==> config.mk <==
export PLATFORM = sky130hd
export DESIGN_NAME = kn_tile_reader
export DESIGN_NICKNAME = d
export VERILOG_FILES = /design/src/rtl/kn_tile_reader.sv
export SDC_FILE = /design/constraint.sdc
export NUM_CORES = 1
export LEC_CHECK = 0
export ABC_CLOCK_PERIOD_IN_PS = 3100
export BUFFER_PORTS_ARGS = -buffer_cell sky130_fd_sc_hd__clkbuf_2
export CORE_UTILIZATION = 44
export CTS_BUF_LIST = sky130_fd_sc_hd__clkbuf_4
export DETAILED_ROUTE_END_ITERATION = 6
export PLACE_DENSITY_LB_ADDON = 0.12
export SLEW_MARGIN = 40
export SYNTH_ARGS = -nofsm -noshare
export SYNTH_HDL_FRONTEND = slang
export SYNTH_SLANG_ARGS = --single-unit
==> constraint.sdc <==
create_clock -name clk -period 3.1 [get_ports clk]
set_input_delay 0.31 -clock clk [delete_from_list [all_inputs] [get_ports clk]]
set_output_delay 0.31 -clock clk [all_outputs]
set_load 0.1 [all_outputs]
==> src/rtl/kn_tile_reader.sv <==
// kn_tile_reader: read-side initiator for the k/n attention-score SRAM.
// Walks rows k_base..k_base+k_len-1 (all N columns per row, n fastest),
// issues credit-limited SRAM reads, buffers responses in a small FIFO and
// drains them onto a valid/ready stream tagged with k, n and last flags.
//
// Ports:
//   clk, rst_n                      clock, async active-low reset
//   start, k_base, k_len            tile launch and geometry (sampled on accepted start)
//   busy, done, err_ovf             status: running, completion pulse, sticky overflow
//   x_en, x_re, x_we, x_k, x_n      SRAM request (read only, write side tied off)
//   x_wdata, x_wmask                SRAM write data/mask, constant 0
//   x_rdata, x_rvalid               SRAM in-order read response
//   m_valid, m_ready, m_data        output stream
//   m_k, m_n, m_last_n, m_last      output stream tags
module kn_tile_reader #(
    parameter int unsigned KMAX       = 1024,
    parameter int unsigned N          = 8,
    parameter int unsigned DATA_W     = 32,
    parameter int unsigned FIFO_DEPTH = 4,
    localparam int unsigned BYTE_W    = DATA_W / 8,
    localparam int unsigned K_W       = (KMAX <= 1) ? 1 : $clog2(KMAX),
    localparam int unsigned N_W       = (N <= 1) ? 1 : $clog2(N)
) (
    input  logic              clk,
    input  logic              rst_n,
    input  logic              start,
    input  logic [K_W-1:0]    k_base,
    input  logic [K_W:0]      k_len,
    output logic              busy,
    output logic              done,
    output logic              err_ovf,
    output logic              x_en,
    output logic              x_re,
    output logic              x_we,
    output logic [K_W-1:0]    x_k,
    output logic [N_W-1:0]    x_n,
    output logic [DATA_W-1:0] x_wdata,
    output logic [BYTE_W-1:0] x_wmask,
    input  logic [DATA_W-1:0] x_rdata,
    input  logic              x_rvalid,
    output logic              m_valid,
    input  logic              m_ready,
    output logic [DATA_W-1:0] m_data,
    output logic [K_W-1:0]    m_k,
    output logic [N_W-1:0]    m_n,
    output logic              m_last_n,
    output logic              m_last
);

    localparam int unsigned T_W = K_W + N_W + 1;
    localparam int unsigned A_W = (FIFO_DEPTH <= 1) ? 1 : $clog2(FIFO_DEPTH);
    localparam int unsigned C_W = A_W + 1;

    typedef enum logic [1:0] {IDLE, ISSUE, DRAIN, DONE} state_t;

    state_t            state_q, state_d;
    logic              busy_q, busy_d, done_q, done_d;
    logic              start_c, issue_c;

    logic [K_W-1:0]    k_base_q;
    logic [T_W-1:0]    total_q;
    logic [K_W-1:0]    row_q;
    logic [N_W-1:0]    col_q;
    logic [T_W-1:0]    iss_cnt_q;
    logic              x_en_q;
    logic [K_W-1:0]    x_k_q;
    logic [N_W-1:0]    x_n_q;

    logic [K_W-1:0]    out_row_q;
    logic [N_W-1:0]    out_col_q;
    logic [T_W-1:0]    out_cnt_q;

    logic [DATA_W-1:0] fifo_mem [FIFO_DEPTH];
    logic [A_W-1:0]    wr_ptr_q, rd_ptr_q;
    logic [C_W-1:0]    cnt_q, infl_q;
    logic              err_q;

    logic              fifo_full_c, fifo_nempty_c, pop_c, rsp_c, push_c, ovf_c;
    logic              credit_c, last_issue_c, last_pop_c;

    // Credit: every outstanding read must already own a FIFO slot
    assign credit_c      = (C_W'(cnt_q) + C_W'(infl_q)) < C_W'(FIFO_DEPTH) &&
                           ((C_W + 1)'(cnt_q) + (C_W + 1)'(infl_q)) < (C_W + 1)'(FIFO_DEPTH);
    assign last_issue_c  = (iss_cnt_q == total_q - T_W'(1));
    assign last_pop_c    = (out_cnt_q == total_q - T_W'(1));

    assign fifo_full_c   = (cnt_q == C_W'(FIFO_DEPTH));
    assign fifo_nempty_c = (cnt_q != '0);
    assign pop_c         = fifo_nempty_c && m_ready;
    // Responses with nothing outstanding are stale (e.g. from before a reset)
    assign rsp_c         = x_rvalid && (infl_q != '0);
    assign push_c        = rsp_c && (!fifo_full_c || pop_c);
    assign ovf_c         = rsp_c && fifo_full_c && !pop_c;

    // FSM next-state and registered-output next values
    always_comb begin
        state_d = state_q;
        busy_d  = 1'b0;
        done_d  = (state_q == DONE);
        start_c = 1'b0;
        issue_c = 1'b0;
        case (state_q)
            IDLE: begin
                if (start) begin
                    start_c = 1'b1;
                    busy_d  = 1'b1;
                    state_d = (k_len == '0) ? DONE : ISSUE;
                end
            end
            ISSUE: begin
                busy_d  = 1'b1;
                issue_c = credit_c;
                if (credit_c && last_issue_c) begin
                    state_d = DRAIN;
                end
            end
            DRAIN: begin
                busy_d = 1'b1;
                if (pop_c && last_pop_c) begin
                    state_d = DONE;
                end
            end
            DONE: begin
                state_d = IDLE;
            end
            default: begin
                state_d = IDLE;
            end
        endcase
    end

    // FSM state and status registers
    always_ff @(posedge clk or negedge rst_n) begin
        if (!rst_n) begin
            state_q <= IDLE;
            busy_q  <= 1'b0;
            done_q  <= 1'b0;
        end else begin
            state_q <= state_d;
            busy_q  <= busy_d;
            done_q  <= done_d;
        end
    end

    // Tile geometry and read-address walker
    always_ff @(posedge clk or negedge rst_n) begin
        if (!rst_n) begin
            k_base_q  <= '0;
            total_q   <= '0;
            row_q     <= '0;
            col_q     <= '0;
            iss_cnt_q <= '0;
            x_en_q    <= 1'b0;
            x_k_q     <= '0;
            x_n_q     <= '0;
        end else begin
            x_en_q <= issue_c;
            if (start_c) begin
                k_base_q  <= k_base;
                total_q   <= T_W'(k_len) * T_W'(N);
                row_q     <= '0;
                col_q     <= '0;
                iss_cnt_q <= '0;
            end else if (issue_c) begin
                x_k_q     <= k_base_q + row_q;
                x_n_q     <= col_q;
                iss_cnt_q <= iss_cnt_q + T_W'(1);
                if (col_q == N_W'(N - 1)) begin
                    col_q <= '0;
                    row_q <= row_q + K_W'(1);
                end else begin
                    col_q <= col_q + N_W'(1);
                end
            end
        end
    end

    // Output-side tag counter, advanced once per popped word
    always_ff @(posedge clk or negedge rst_n) begin
        if (!rst_n) begin
            out_row_q <= '0;
            out_col_q <= '0;
            out_cnt_q <= '0;
        end else if (start_c) begin
            out_row_q <= '0;
            out_col_q <= '0;
            out_cnt_q <= '0;
        end else if (pop_c) begin
            out_cnt_q <= out_cnt_q + T_W'(1);
            if (out_col_q == N_W'(N - 1)) begin
                out_col_q <= '0;
                out_row_q <= out_row_q + K_W'(1);
            end else begin
                out_col_q <= out_col_q + N_W'(1);
            end
        end
    end

    // Response FIFO pointers, occupancy, outstanding reads and overflow flag
    always_ff @(posedge clk or negedge rst_n) begin
        if (!rst_n) begin
            wr_ptr_q <= '0;
            rd_ptr_q <= '0;
            cnt_q    <= '0;
            infl_q   <= '0;
            err_q    <= 1'b0;
        end else begin
            if (push_c) begin
                wr_ptr_q <= wr_ptr_q + A_W'(1);
            end
            if (pop_c) begin
                rd_ptr_q <= rd_ptr_q + A_W'(1);
            end
            case ({push_c, pop_c})
                2'b10:   cnt_q <= cnt_q + C_W'(1);
                2'b01:   cnt_q <= cnt_q - C_W'(1);
                default: cnt_q <= cnt_q;
            endcase
            case ({issue_c, rsp_c})
                2'b10:   infl_q <= infl_q + C_W'(1);
                2'b01:   infl_q <= infl_q - C_W'(1);
                default: infl_q <= infl_q;
            endcase
            if (ovf_c) begin
                err_q <= 1'b1;
            end
        end
    end

    // FIFO storage; contents are only observed through valid entries
    always_ff @(posedge clk) begin
        if (push_c) begin
            fifo_mem[wr_ptr_q] <= x_rdata;
        end
    end

    assign busy     = busy_q;
    assign done     = done_q;
    assign err_ovf  = err_q;
    assign x_en     = x_en_q;
    assign x_re     = x_en_q;
    assign x_we     = 1'b0;
    assign x_k      = x_k_q;
    assign x_n      = x_n_q;
    assign x_wdata  = '0;
    assign x_wmask  = '0;

    assign m_valid  = fifo_nempty_c;
    assign m_data   = fifo_nempty_c ? fifo_mem[rd_ptr_q] : '0;
    assign m_k      = fifo_nempty_c ? (k_base_q + out_row_q) : '0;
    assign m_n      = fifo_nempty_c ? out_col_q : '0;
    assign m_last_n = fifo_nempty_c && (out_col_q == N_W'(N - 1));
    assign m_last   = fifo_nempty_c && last_pop_c;

endmodule

# ---- Word level (Yosys, flattened, before mapping)
# Memory sizes are Yosys's and may differ from the RTL's.
# Index checks and enable logic that the tools add are counted.
dict set report op_classes {
  n_addsub 17
  n_mul 0
  n_div 0
  n_lt_le_gt_ge 2
  eq_ne 15
  n_shift 0
  muxes 32
  bitwise_logic 1
  reduce_logical 28
}
# cell n
set op_table {}
lappend op_table {{$mux 10} 7}
lappend op_table {{$mux 14} 4}
lappend op_table {{$mux 32} 1}
lappend op_table {{$add 14x1->14 const B} 2}
lappend op_table {{$eq 14x14->1} 2}
lappend op_table {{$mux 3} 7}
lappend op_table {{$add 10x1->10 const B} 2}
lappend op_table {{$add 10x10->10} 2}
lappend op_table {{$sub 14x1->14 const B} 1}
lappend op_table {{$add 3x1->3 const B} 4}
lappend op_table {{$pmux 3 s2} 2}
lappend op_table {{$reduce_bool 2->1} 6}
lappend op_table {{$logic_not 11->1} 1}
lappend op_table {{$logic_and 1x1->1} 10}
lappend op_table {{$eq 3x3->1 const B} 3}
lappend op_table {{$eq 2x2->1 const B} 4}
lappend op_table {{$mux 2} 4}
lappend op_table {{$pmux 2 s4} 1}
lappend op_table {{$eq 2x1->1 const B} 3}
lappend op_table {{$ne 2x2->1 const B} 3}
lappend op_table {{$reduce_and 2->1} 3}
lappend op_table {{$reduce_bool 3->1} 2}
lappend op_table {{$sub 3x1->3 const B} 2}
lappend op_table {{$mux 1} 5}
lappend op_table {{12 further kinds} 14}
dict set report word_totals {
  register_bits 104
  latch_bits 0
  ram_bits 128
  rom_bits 0
  output_inout_bits 103
  memories 1
}
# name words word_bits read_ports rd_clocked_by_memory_dff wr line
set mem_list {}
lappend mem_list {fifo_mem 4 32 1 0 1 73} ;# logic [DATA_W-1:0] fifo_mem [FIFO_DEPTH];

# ---- Logic depth before layout (Yosys ltp)
# Gate-level depths: netlist (run 1).
dict set report depth {
  word_depth 6
  ltp_mapped 11
  ltp_nobuf 10
}

# ---- Least setup slack after synthesis (run 1)
# OpenSTA, ideal clock, no wires.
dict set report synth_path {
  kind {register to output}
  from {reg total_q[3]}
  to {out m_last}
  arrival_ps 3196
  slack_ps -406
  stages_incl_launch_ff 8
  path_buffers 0
  path_cell_list {dfrtp_1 > inv_1 > ha_1 > or4b_1 > o311ai_0 > o211a_1 > nand4_1 > nor2_1}
}
dict set report synth_via {
  elab_chain_cells 3
}
# item line
set synth_lines {}
lappend synth_lines {{from (decl)} 61} ;# logic [T_W-1:0] total_q;
lappend synth_lines {{from (signal assigned)} 160} ;# total_q <= T_W'(k_len) * T_W'(N);
lappend synth_lines {{$sub 14x1->14} 85} ;# assign last_pop_c = (out_cnt_q == total_q - T_W'(1));
lappend synth_lines {{$eq 14x14->1} 85}
lappend synth_lines {{$logic_and 1x1->1} 253} ;# assign m_last = fifo_nempty_c && last_pop_c;
lappend synth_lines {{to (decl)} 47} ;# output logic m_last
# Every way passes these cells.

# ---- Worst setup path in the final report (run 1)
dict set report layout_path {
  from {reg total_q[7]}
  to {out m_last}
}
# The elaborated chain is that of the path after synthesis.

==> metrics, run 1 <==
total track usage=20.46%; max-capacitance violation count=0; vias in the first global route=8202; Adder-Cell Fraction of Synth Area=4.899%; initial DRC count=422; required time worst endpoint=2.79 ns; synthesized area per cell=12.10 um2; Tightest Pin Transition=0.8417 ns; DRC viols=0; post-synthesis sequential area ratio=55.60%; Vias/cell=5.112; Pins Over Slew Limit=0; clock sink total=232; gp weighted congestion=0.8610; largest family of logic cells by synthesized area=simple AND/OR/NAND/NOR gates; total CTS buffers=66; Setup Crit Path Kind=flop to output pin; final clock skew=0.05781 ns; Multi-input gate area=4802 um2; Placed Cells=1393; endpoints failing setup=2; DR vias=8148; reg-to-reg startpoint=total_q[3]; pre-CTS setup slack=0.1371 ns; register area=6457 um2; CTS tree=built; RSZ-0062 raised after global routing=true; die width=164.3 um; synth top area cells=edfxtp_1, dfrtp_1, mux4_2, ha_1, nand2_1; Tcrit/Tclk final=103.6%; antenna violations before repair=2; IO buf count=123; GR Overflow Total=0; slew margin rel.=43.37%; Yosys reg bits=232; fillers=2194; hold wc startpoint=x_rvalid; Hold Path Class=input pin to flop; most frequent cells after synthesis=edfxtp_1, nand2_1, dfrtp_1; Final Hold Viols=0; core area=25980 um2; Initial Util=44.62%; largest net degree at the start of global routing=59; Synth Warn #=0; share of Yosys cell area claimed by the top area cell type=33.15%; htree depth=3; Async SR Flop Fraction=44.83%; top_reg_cell synth=edfxtp_1; failing checks=negative setup slack; number of synthesized flops with an enable pin=128; post-synth top area cell=edfxtp_1; Fin Hold WS=0.08710 ns; post-synthesis compound-gate area fraction=6.626%; row count=59; Area Growth Syn to Fin=28.29%; Final Non-Filler Cells=1594; wire per inst=16.48 um; FMAX=311.3 MHz; die area=27000 um2; Final ANT Viol Nets=0; mux contribution to synthesized area=6.604%; CTS root buffer=clkbuf_4; Cell variety after synth=71; min cycle time layout=3.212 ns; Cell Area, Synth=11590 um2; Simple-Gate Fraction of Synth Area=14.49%; top-count cell post-synth=edfxtp_1; crit end category=output pin; Synth Instances=958; crit path launch type=flop; Clock Pin Slew Worst Setup and Hold Paths=0.06 ns; final setup margin=-0.1120 ns; setup TNS=-0.1135 ns; status=complete, but fails checks; Max Fanout on Critical Path=5; XOR/XNOR share of the synthesized area=6.507%; Ports=161; Die Y=164.3 um; drt first pass iters=5; layout net count=1312; CTS Buffer Depth=3; post-DP HPWL=17.27 mm; Clk Latency, worst-skew pair=0.71 ns; CP arrival=2.90 ns; layout cells sized above 1=29.20%; global-route wire length before repair=42.37 mm; CP startpoint=total_q[7]; Final Routed Wirelength=26.27 mm
## cells in the final DEF, fill, tap and decap left out, types with 43 or more instances in the layout
cell,count
buf_4,50
and2_1,45
nor2_1,64
clkbuf_4,94
buf_12,45
dfrtp_1,95
xor2_1,43
dlygate4sd3_1,55
nand2_1,118
clkbuf_2,76
edfxtp_1,128
## layer usage
metal	track usage (%)	vias up	wire length, um	part of all wire, %
li1	-	3907	-	-
met1	25.93	3922	11400	43
met2	32.78	256	12280	47
met3	6.515	63	2011	7.7
met4	7.407	0	578	2.2
met5	0	-	0	0
## path summary, 6_finish.rpt
path,endpoint,slack (ns),depth (start not counted)
worst max-delay path,m_last,-0.11,8
worst min register to register,err_ovf,0.46,1
max in group asynchronous,total_q[11],2.06,3
worst max register to register,state_q[1],0.18,10
min in group asynchronous,x_k[2],0.18,2
worst min-delay path,err_ovf,0.09,3
## worst max-delay path, stage by stage (launching register included)
cell and delay (ns):
dfrtp_2 0.46, or4_4 0.59, buf_6 0.15, or3_2 0.42
a21oi_2 0.14, a311oi_1 0.07, nand4_1 0.18, nor2_2 0.08
buf_12 0.17
## area by class of cell
class                   instances  area share [%]
repair buffers                232           15.27
diodes                          2         0.03364
clock buffers                  93           4.693
inverters                      27          0.6813
well taps                     335           2.818
clock inverters                21          0.8159
flip-flops and latches        232           43.41
multi-input cells             652           32.28
## metrics by stage
stage,util [%],cell area (um2)
2_1_floorplan,-,11740
4_1_cts,57.07,14830
3_3_place_gp,50.49,13120
6_report,57.25,14880
5_1_grt,57.25,14880
3_5_place_dp,50.49,13120
## cell families (layout without fill, tap and decap cells)
kind of cell,count (synthesis),count (layout)
other cells,1,39
simple gates,335,335
buf+inv,110,373
xor+xnor,79,79
flops,232,232
compound gates,122,122
fa+ha+maj,43,43
mux,36,36
## flip-flops by register name, indices dropped and copies added, names as in the netlist
signal / count
fifo_mem: 128
iss_cnt_q: 14
out_cnt_q: 14
total_q: 11
k_base_q: 10
out_row_q: 10
row_q: 10
x_k: 10
cnt_q: 3
col_q: 3
infl_q: 3
out_col_q: 3
x_n: 3
rd_ptr_q: 2
state_q: 2
wr_ptr_q: 2
busy: 1
done: 1
err_ovf: 1
x_en: 1
## timing repair
item / 4_1_cts / 5_1_grt
gates resized for setup: 42 / 6
hold buffers: 55 / 0
pin swaps: 23 / 4
endpoints found under the hold margin: 206 / 0
buffers inserted: 28 / 2
setup endpoints to repair: 7 / 6
Power of run 1 is not shown: default switching activity piles up to over one toggle a cycle in this logic, so the estimate is an artifact.
==> run 2, diff against run 1 <==
--- a/config.mk
+++ b/config.mk
@@ -5,7 +5,7 @@
 export SDC_FILE = /design/constraint.sdc
 export NUM_CORES = 1
 export LEC_CHECK = 0
-export ABC_CLOCK_PERIOD_IN_PS = 3100
+export ABC_CLOCK_PERIOD_IN_PS = 3310
 export BUFFER_PORTS_ARGS = -buffer_cell sky130_fd_sc_hd__clkbuf_2
 export CORE_UTILIZATION = 44
 export CTS_BUF_LIST = sky130_fd_sc_hd__clkbuf_4
==> constraint.sdc (replaced) <==
create_clock -name clk -period 3.31 [get_ports clk]
set_input_delay 0.331 -clock clk [delete_from_list [all_inputs] [get_ports clk]]
set_output_delay 0.331 -clock clk [all_outputs]
set_load 0.1 [all_outputs]
==> run 2 against run 1 <==
Compared with the run above: the run still ends with negative setup slack left; global-route usage is 0.53 points lower; via count is 2.7% lower; worst hold slack better by 0.023 ns; cell area is 4.0% lower; critical path depth is 1 higher; clock skew is 0.014 ns lower; non-clock buffer count is 21 lower; sequential cell count stayed put; routed wire length is 1.1% lower; first-iteration DRC count is 0.24% higher; sequential share of layout area is 1.8 points higher; register-to-register slack better by 0.39 ns; critical endpoint unchanged.
==> metrics, run 2 (same netlist as run 1, synthesis figures left out) <==
commonest non-fill, non-tap cells in the layout=edfxtp_1, nand2_1, clkbuf_2; min cycle time layout=3.322 ns; Area Growth Syn to Fin=23.16%; most common cell after layout, fill and taps aside=edfxtp_1; Setup Crit Path Kind=flop to output pin; Tcrit/Tclk final=100.4%; failing checks=negative setup slack; FMAX=301.0 MHz; core area=25980 um2; htree depth=3; CTS root buffer=clkbuf_4; layout cells sized above 1=28.09%; final setup margin=-0.01186 ns; Hold Path Class=input pin to flop; Util after Layout=54.95%; Die Y=164.3 um; Biggest register=fifo_mem; Pins Over Slew Limit=0; Max Fanout on Critical Path=5; Final ANT Viol Nets=0; endpoints failing setup=1; clock sink total=232; CP arrival=2.99 ns; Tightest Pin Transition=0.7341 ns; post-DP HPWL=16.65 mm; gp weighted congestion=0.8865; Largest register FFs=128; required time worst endpoint=2.98 ns; total track usage=19.93%; vias in the first global route=8023; drt first pass iters=6; die area=27000 um2; crit path launch type=flop; GR Overflow Total=0; initial DRC count=423; pre-CTS setup slack=0.4213 ns; slew margin rel.=50.77%; RSZ-0062 raised after global routing=true; DR vias=7926; setup TNS=-0.01186 ns; CTS Buffer Depth=3; antenna violations before repair=1; IO buf count=123; largest net degree at the start of global routing=61; crit end category=output pin; total CTS buffers=66; final clock skew=0.04342 ns; Ports=161; wire per inst=16.46 um; fillers=2246; max-capacitance violation count=0; status=complete, but fails checks; CTS tree=built; biggest regs=fifo_mem x128, iss_cnt_q x14, out_cnt_q x14; die width=164.3 um; row count=59; Final Routed Wirelength=25.98 mm; DRC viols=0; Initial Util=44.62%; Clock Pin Slew Worst Setup and Hold Paths=0.06 ns; Final Hold Viols=0; Vias/cell=5.020; global-route wire length before repair=41.22 mm; layout net count=1291; Clk Latency, worst-skew pair=0.68 ns
run 2: cell count changes in the layout (fill, tap and decap cells not counted), sizes merged:
cell,change
dlygate4sd3,-1
buf,-53
clkinvlp,+1
diode,+3
clkinv,-1
bufinv,+2
clkbuf,+34
run 2: metrics by stage:
step / area, um2 / std cells / hold slack, ns
after floorplan: 11740 / 994 / 0.03541
after global placement: 12610 / 1391 / 0.3829
after detailed placement: 12610 / 1391 / 0.3826
after CTS: 14120 / 1566 / 0.05330
after global routing: 14280 / 1579 / 0.08387
final: 14280 / 1579 / 0.1098
run 2: timing repair:
item,in CTS,in global routing
setup endpoints to repair,5,5
cloned,0,0
endpoints found under the hold margin,193,0
pin swaps,8,18
hold buffers,54,0
setup buffers,4,8
resized for setup,26,19
run 2: path summary, 6_finish.rpt:
path,end,startpoint,depth (start not counted),slack (ns)
setup reg to reg,row_q[9],cnt_q[1],10,0.57
max in group asynchronous,rd_ptr_q[0],rst_n,3,2.32
min in group asynchronous,k_base_q[6],rst_n,2,0.22
hold reg to reg,x_k[4],x_k[4],2,0.48
hold / removal,err_ovf,m_ready,3,0.11
setup / recovery,m_last,total_q[4],9,-0.01
run 2: final cells by class:
cell class | instances | area [um2] | share of cell area, %
Inverter | 27 | 101.3 | 0.7097
Timing Repair Buffer | 211 | 1597 | 11.18
Sequential cell | 232 | 6455 | 45.20
Tap cell | 335 | 419.2 | 2.935
Antenna cell | 5 | 12.51 | 0.08762
Clock buffer | 94 | 705.7 | 4.942
Multi-Input combinational cell | 652 | 4822 | 33.77
Clock inverter | 23 | 167.7 | 1.174
run 2: metal layers:
| metal | global-route usage (%) | vias up | wire length, um |
|---|---|---|---|
| met3 | 5.227 | 50 | 1593 |
| met4 | 7.029 | 0 | 549 |
| met5 | 0 | - | 0 |
| met1 | 25.61 | 3774 | 11530 |
| li1 | - | 3870 | - |
| met2 | 32.45 | 232 | 12310 |
run 2: critical path, stage by stage (launching register included):
cell     delay, ns
dfrtp_1       0.40
inv_2         0.09
ha_4          0.15
or4b_4        0.49
o21ai_2       0.15
o21ai_1       0.11
nor4_2        0.31
nand4_1       0.24
nor2_2        0.20
buf_12        0.19
Power of run 2 is left out for the same reason.
